## config.mk

```make
export PLATFORM = sky130hd
export DESIGN_NAME = pc_redirect_ctrl
export DESIGN_NICKNAME = d
export VERILOG_FILES = /design/src/rtl/pc_redirect_ctrl.sv
export SDC_FILE = /design/constraint.sdc
export NUM_CORES = 1
export LEC_CHECK = 0
export CORE_ASPECT_RATIO = 1.1
export CORE_MARGIN = 3
export CORE_UTILIZATION = 35
export DETAILED_ROUTE_END_ITERATION = 12
export SETUP_SLACK_MARGIN = 0.1
export SKIP_LAST_GASP = 1
export SLEW_MARGIN = 20
export SYNTH_ARGS = -nofsm -noshare
export SYNTH_HDL_FRONTEND = slang
export SYNTH_SLANG_ARGS = --single-unit
export TNS_END_PERCENT = 10
```

## constraint.sdc

```tcl
create_clock -name clk -period 3.7 [get_ports clk]
set_input_delay 0.74 -clock clk [delete_from_list [all_inputs] [get_ports clk]]
set_output_delay 0.74 -clock clk [all_outputs]
set_load 0.02 [all_outputs]
```

## src/rtl/pc_redirect_ctrl.sv

```systemverilog
// ---------------------------------------------------------------------------
// PcRedirectCtrl (module pc_redirect_ctrl)
//
// Purpose:
//    Sequences the fetch PC register. It arbitrates branch and trap redirect
//    requests and holds the PC while fetch is stalled. It issues a one-cycle
//    jump_flag_o/jump_addr_o pair to the PC register. It also generates the
//    post-reset boot delay, the IF/ID flush window and the misaligned-target
//    fault pulse.
//
// Parameters:
//    BOOT_CYCLES  - cycles spent in BOOT after reset release
//    FLUSH_CYCLES - cycles flush_o stays high after a jump issues (>= 1)
//    TRAP_VEC     - target substituted when a requested target is misaligned
//    CNT_W        - width of the saturating redirect counter
//
// Ports:
//    clk            - clock
//    rst_           - synchronous, active-high reset
//    stall_i        - fetch/imem not ready; PC must hold
//    br_flag_i      - branch redirect request from EX
//    br_addr_i      - branch target
//    trap_flag_i    - trap redirect request (wins over a branch)
//    trap_addr_i    - trap handler target
//    pc_en_o        - PC register advance enable
//    jump_flag_o    - single-cycle jump pulse to the PC register
//    jump_addr_o    - jump target; holds its last value between jumps
//    flush_o        - kill instructions in IF/ID
//    fetch_valid_o  - fetched word this cycle is valid
//    misalign_o     - pulses with jump_flag_o when the target was misaligned
//    redirect_cnt_o - saturating count of issued jumps
// ---------------------------------------------------------------------------
module pc_redirect_ctrl #(
   parameter int unsigned BOOT_CYCLES  = 4,
   parameter int unsigned FLUSH_CYCLES = 2,
   parameter logic [31:0] TRAP_VEC     = 32'h0000_0100,
   parameter int unsigned CNT_W        = 16
) (
   input  logic             clk,
   input  logic             rst_,
   input  logic             stall_i,
   input  logic             br_flag_i,
   input  logic [31:0]      br_addr_i,
   input  logic             trap_flag_i,
   input  logic [31:0]      trap_addr_i,
   output logic             pc_en_o,
   output logic             jump_flag_o,
   output logic [31:0]      jump_addr_o,
   output logic             flush_o,
   output logic             fetch_valid_o,
   output logic             misalign_o,
   output logic [CNT_W-1:0] redirect_cnt_o
);

   // Counter widths are sized from the parameters, with a floor of one bit so
   // that BOOT_CYCLES of 0 or 1 still produce a legal vector.
   localparam int unsigned BOOT_W  = (BOOT_CYCLES  < 2) ? 1 : $clog2(BOOT_CYCLES + 1);
   localparam int unsigned FLUSH_W = (FLUSH_CYCLES < 2) ? 1 : $clog2(FLUSH_CYCLES + 1);

   localparam logic [BOOT_W-1:0]  BOOT_INIT  = BOOT_W'(BOOT_CYCLES);
   localparam logic [FLUSH_W-1:0] FLUSH_INIT = FLUSH_W'(FLUSH_CYCLES);
   localparam logic [BOOT_W-1:0]  BOOT_ONE   = BOOT_W'(1);
   localparam logic [FLUSH_W-1:0] FLUSH_ONE  = FLUSH_W'(1);
   localparam logic [CNT_W-1:0]   CNT_MAX    = {CNT_W{1'b1}};
   localparam logic [CNT_W-1:0]   CNT_ONE    = CNT_W'(1);

   typedef enum logic [1:0] {
      BOOT  = 2'd0,
      RUN   = 2'd1,
      HOLD  = 2'd2,
      FLUSH = 2'd3
   } state_e;

   state_e             state_q,       state_d;
   logic [BOOT_W-1:0]  bootCnt_q,     bootCnt_d;
   logic [FLUSH_W-1:0] flushCnt_q,    flushCnt_d;
   logic               pendTrap_q,    pendTrap_d;
   logic [31:0]        pendAddr_q,    pendAddr_d;
   logic               pendMis_q,     pendMis_d;
   logic               jumpFlag_q,    jumpFlag_d;
   logic [31:0]        jumpAddr_q,    jumpAddr_d;
   logic               misalign_q,    misalign_d;
   logic [CNT_W-1:0]   redirectCnt_q, redirectCnt_d;

   logic        reqValid;
   logic [31:0] reqTarget;
   logic        reqMis;
   logic [31:0] reqAddr;

   logic        mergeTrap;
   logic [31:0] mergeAddr;
   logic        mergeMis;

   logic        issueNow;
   logic [31:0] issueAddr;
   logic        issueMis;

   // Request selection: a trap beats a branch in the same cycle. A target
   // with nonzero low bits is replaced by the trap vector, and the fault
   // flag travels with the request so that it pulses together with the jump.
   always_comb begin
      reqValid  = trap_flag_i | br_flag_i;
      reqTarget = trap_flag_i ? trap_addr_i : br_addr_i;
      reqMis    = (reqTarget[1:0] != 2'b00);
      reqAddr   = reqMis ? TRAP_VEC : reqTarget;
   end

   // Pending-entry merge while in HOLD. A trap replaces a pending branch.
   // A branch never replaces anything, because it sits on the wrong path
   // behind the redirect that is already pending. A second trap leaves the
   // older pending trap in place.
   always_comb begin
      mergeTrap = pendTrap_q;
      mergeAddr = pendAddr_q;
      mergeMis  = pendMis_q;
      if (trap_flag_i && !pendTrap_q) begin
         mergeTrap = 1'b1;
         mergeAddr = reqAddr;
         mergeMis  = reqMis;
      end
   end

   // Next-state logic. The flush countdown runs first, so a redirect
   // accepted during FLUSH overrides it and restarts the window. Every path
   // that issues a jump funnels through issueNow. This keeps the jump pulse,
   // the target, the fault pulse and the counter consistent with each other.
   always_comb begin
      state_d       = state_q;
      bootCnt_d     = bootCnt_q;
      flushCnt_d    = flushCnt_q;
      pendTrap_d    = pendTrap_q;
      pendAddr_d    = pendAddr_q;
      pendMis_d     = pendMis_q;
      jumpFlag_d    = 1'b0;
      jumpAddr_d    = jumpAddr_q;
      misalign_d    = 1'b0;
      redirectCnt_d = redirectCnt_q;
      issueNow      = 1'b0;
      issueAddr     = reqAddr;
      issueMis      = reqMis;

      case (state_q)
         // Boot ends in the cycle the count reaches zero. This gives exactly
         // BOOT_CYCLES cycles of BOOT after release, with a minimum of one.
         // Redirect requests are ignored here.
         BOOT: begin
            if (bootCnt_q <= BOOT_ONE) begin
               state_d   = RUN;
               bootCnt_d = '0;
            end else begin
               bootCnt_d = bootCnt_q - BOOT_ONE;
            end
         end

         RUN, FLUSH: begin
            if (state_q == FLUSH) begin
               if (flushCnt_q <= FLUSH_ONE) begin
                  state_d    = RUN;
                  flushCnt_d = '0;
               end else begin
                  flushCnt_d = flushCnt_q - FLUSH_ONE;
               end
            end
            if (reqValid) begin
               if (stall_i) begin
                  state_d    = HOLD;
                  pendTrap_d = trap_flag_i;
                  pendAddr_d = reqAddr;
                  pendMis_d  = reqMis;
               end else begin
                  issueNow = 1'b1;
               end
            end
         end

         HOLD: begin
            pendTrap_d = mergeTrap;
            pendAddr_d = mergeAddr;
            pendMis_d  = mergeMis;
            if (!stall_i) begin
               issueNow  = 1'b1;
               issueAddr = mergeAddr;
               issueMis  = mergeMis;
            end
         end

         default: begin
            state_d = BOOT;
         end
      endcase

      if (issueNow) begin
         state_d    = FLUSH;
         flushCnt_d = FLUSH_INIT;
         jumpFlag_d = 1'b1;
         jumpAddr_d = issueAddr;
         misalign_d = issueMis;
         if (redirectCnt_q != CNT_MAX) begin
            redirectCnt_d = redirectCnt_q + CNT_ONE;
         end
      end
   end

   // State register. Reset wins over everything, including a jump computed
   // for the coming cycle, so a redirect accepted under reset never issues.
   always_ff @(posedge clk) begin
      if (rst_) begin
         state_q       <= BOOT;
         bootCnt_q     <= BOOT_INIT;
         flushCnt_q    <= '0;
         pendTrap_q    <= 1'b0;
         pendAddr_q    <= '0;
         pendMis_q     <= 1'b0;
         jumpFlag_q    <= 1'b0;
         jumpAddr_q    <= '0;
         misalign_q    <= 1'b0;
         redirectCnt_q <= '0;
      end else begin
         state_q       <= state_d;
         bootCnt_q     <= bootCnt_d;
         flushCnt_q    <= flushCnt_d;
         pendTrap_q    <= pendTrap_d;
         pendAddr_q    <= pendAddr_d;
         pendMis_q     <= pendMis_d;
         jumpFlag_q    <= jumpFlag_d;
         jumpAddr_q    <= jumpAddr_d;
         misalign_q    <= misalign_d;
         redirectCnt_q <= redirectCnt_d;
      end
   end

   // Output decode. The PC advances only in RUN/FLUSH with fetch ready, and
   // never in the cycle the PC register is loading a jump target. The
   // fetched word is additionally invalid while the flush window is open.
   always_comb begin
      pc_en_o        = ((state_q == RUN) || (state_q == FLUSH)) && !stall_i && !jumpFlag_q;
      flush_o        = (state_q == FLUSH);
      fetch_valid_o  = pc_en_o && !flush_o;
      jump_flag_o    = jumpFlag_q;
      jump_addr_o    = jumpAddr_q;
      misalign_o     = misalign_q;
      redirect_cnt_o = redirectCnt_q;
   end

endmodule

```

==> impl_metrics.tcl <==
set metrics [dict create \
    status "finished clean" \
    drive_gt1_share_pct 10.43 \
    start_util_pct 36.68 \
    clock_skew_ns 0.004912 \
    timing.slew.headroom_pct 35.59 \
    syn_area_um2 4511 \
    timing.fmax_mhz 339.6 \
    rows 42 \
    reg2reg_to "jump_addr_o[16]" \
    cp.buffers_inverters 2 \
    drc_errors 0 \
    rsz0062_at_grt "no" \
    final_nets 691 \
    hold_viol 0 \
    wl_per_cell_um 15.18 \
    cts_setup_buffers 0 \
    p_comb_share_pct 26.1 \
    synthDistinctLibCells 45 \
    crit_type "in -> out" \
    arrival_ns 2.20 \
    period_share_pct 79.58 \
    firstDrtPassIters 6 \
    hpwl_mm 8.114 \
    worstSetupStartpoint "stall_i" \
    drv_cap 0 \
    drtIter0Drc 194 \
    min_period_ns 2.944 \
    ys_ff_latch 91 \
    tightest_slew_ns 0.9661 \
    antenna_left 0 \
    dieArea_um2 14290 \
    wirelength_mm 11.79 \
    power_switching_uw 828.3 \
    cts_tree "yes" \
    area_growth_pct 32.54 \
    cp.depth 3 \
    syn_nets 591 \
    cp_common_cell "clkdlybuf4s50_1" \
    finalInstanceArea_um2 5978 \
    path_cells "clkdlybuf4s50_1 > nor4_1 > clkdlybuf4s50_1" \
    powerDensity_nw_per_um2 443.4 \
    ios 122 \
    insertedDiodeCount 0 \
    path_delay_family "buffers and inverters" \
    clockBufferDepth 2 \
    finalSetupTns_ns 0 \
    viasPerCell 5.143 \
    vdd_drop_max_mv 0.2048 \
    seq_power_share_pct 42.7 \
    syn-instance-count 519 \
    p_int_mw 1.822 \
    final-setup-viol-count 0 \
    p_leak_nw 2.243 \
    cp.required_ns 2.96 \
    ys_warn_count 0 \
    critPathLaunchType "input port" \
    dpl-instance-area_um2 5715 \
    yosysSeqAreaShare_pct 40.39 \
    antenna_found_initial 0 \
    grt_pass1_wl_mm 18.81 \
    cts_buffers 9 \
    nFillCells 1208 \
    cp_max_fo 8 \
    gp_congestion 0.7651 \
    grtUsageTotal_pct 16.05 \
    hold_path_class "reg -> reg" \
    regToRegStartpoint "state_q[0]" \
    cts-htree-levels 3 \
    clock_latency_ns 0.33 \
    postSynthAreaPerCell_um2 8.691 \
    clkTransAtPathRegs_ns 0.06 \
    grt_pass1_vias 3793 \
    grt_remaining_overflow 0 \
    grt_max_degree 63 \
    core_um2 12300 \
    critPathSlowestCell "clkdlybuf4s50_1" \
    fin_cells 777 \
    hold_buffers 0 \
    reg2regPathDepth 4 \
    dp_cells 762 \
    max_stage_delay_ns 0.65 \
    report.final.slew_viol_count 0 \
    p_clk_share_pct 31.2 \
    endpoint "fetch_valid_o" \
    dieWidth_um 114.2 \
    root_buffer "clkbuf_16" \
    io_buffers 121 \
    rrSetupSlack_ns 1.42 \
    dr_total_vias 3996 \
    p_sw_share_pct 31.25 \
    clock_sinks 91 \
    die_h_um 125.1 \
    cts_resized 0 \
    worst_setup_path_end_kind "primary output" \
]
how the worst min path moves through the flow:
| stage | startpoint | to | slack, ns | depth (start not counted) |
|---|---|---|---|---|
| after floorplan | pendAddr_q[16] | pendAddr_q[16] | 0.43 | 2 |
| after global placement | jump_addr_o[5] | jump_addr_o[5] | 0.43 | 2 |
| after detailed placement | jump_addr_o[19] | jump_addr_o[19] | 0.44 | 2 |
| after CTS | jump_addr_o[27] | jump_addr_o[27] | 0.45 | 2 |
| after global routing | pendAddr_q[2] | pendAddr_q[2] | 0.46 | 2 |
| final | jump_addr_o[27] | jump_addr_o[27] | 0.44 | 2 |
worst min-delay path, stage by stage, from the launching register on:
cell and delay (ns):
dfxtp_1 0.31, nand2_1 0.05, o21ai_1 0.05
through the flow:
stage               hold WS (ns)  utilization [%]  power [mW]  worst slack (ns)
floorplan                 0.4312                -       1.619             1.546
global placement          0.4341            46.48       1.835            0.7625
detailed placement        0.4392            46.48       1.858            0.7391
CTS                       0.4480            48.62       2.691            0.7417
global route              0.4613            48.62       2.804            0.6585
finish                    0.4436            48.62       2.651            0.7556
logic make-up after synthesis:
kind of cell | Yosys count | share of synthesized area [%]
and+or+nand+nor | 177 | 19.17
AOI/OAI and AO/OA | 136 | 18.75
DFF | 91 | 40.39
muxes | 65 | 14.54
buffers and inverters | 47 | 6.324
adders and majority gates | 3 | 0.8323
synthesized netlist by cell type:
cell      count  area (µm²)
buf_4         2       15.01
o21bai_1      1       7.510
a21oi_2      29       254.0
nor3b_1       2       15.01
or2_2         1       6.260
or3b_1        3       26.28
o21ba_4       1       16.27
nand4_1       7       43.79
a221o_1       1       10.01
buf_12        3       60.06
inv_1         7       26.28
nor3_1        7       35.03
o22ai_1       1       6.260
dfxtp_1      91        1822
nor4_2        1       12.51
clkbuf_1     14       52.55
nand2b_1      2       12.51
and4bb_1      1       12.51
and4_1        5       43.79
and2_1        3       18.77
nor4_1        4       25.02
nor2_1       14       52.55
nand2_1     100       375.4
a31oi_1       1       6.260
o21ai_0       9       45.04
buf_1         4       15.01
buf_2        12       60.06
or3_1         4       25.02
nor2b_1       8       50.05
o21ai_1      31       155.2
and3_1        2       12.51
or4_1         9       67.56
mux2_2        4       45.04
nand2b_4      1       13.76
nand2_2       1       6.260
o31ai_1       8       60.06
o21a_1        1       7.510
buf_6         5       56.30
a21boi_0      1       7.510
a21oi_1      48       240.2
o211ai_1      1       7.510
mux2i_1      61       610.6
ha_1          3       37.54
nand3_1       2       10.01
a22oi_1       3       22.52
state kept, by name (all words and copies together) (netlist names):
register        count
pendMis_q           1
pendTrap_q          1
misalign_o          1
state_q             2
redirect_cnt_o     16
jump_flag_o         1
flushCnt_q          2
pendAddr_q         32
jump_addr_o        32
bootCnt_q           3
cell type report:
type	instances	area (µm²)	area share, %
Timing Repair Buffer	129	1261	21.10
Sequential cell	91	1822	30.47
Clock buffer	13	250.2	4.186
Clock inverter	2	12.51	0.2093
Multi-Input combinational cell	381	2414	40.37
Inverter	7	26.28	0.4395
Tap cell	154	192.7	3.223
placed cells by master, fill, tap and decap left out, drive strengths merged, types with 7 or more instances in the layout:
cell type,synthesis,final
clkbuf,14,13
dfxtp,91,91
nand2,101,101
clkdlybuf4s50,0,119
mux2i,61,61
nor2,14,14
nor2b,8,8
o31ai,8,8
nand4,7,7
buf,26,10
o21ai,40,40
a21oi,77,77
or4,9,9
nor3,7,7
inv,7,7
routing by layer:
layer / up-vias / wire (µm) / global-route usage, %
li1: 2023 / - / -
met1: 1878 / 5214 / 19.51
met2: 86 / 5838 / 28.05
met3: 9 / 648 / 4.350
met4: 0 / 92 / 3.774
met5: - / 0 / 0
power by group through the flow:
stage | Combinational (mW) | Clock [mW] | Sequential (mW)
after floorplan | 0.460 | 0 | 1.16
after global placement | 0.685 | 0 | 1.15
after detailed placement | 0.703 | 0 | 1.16
after CTS | 0.706 | 0.851 | 1.13
after global routing | 0.761 | 0.898 | 1.14
final | 0.692 | 0.826 | 1.13
Power figures use the tool's default switching activity.
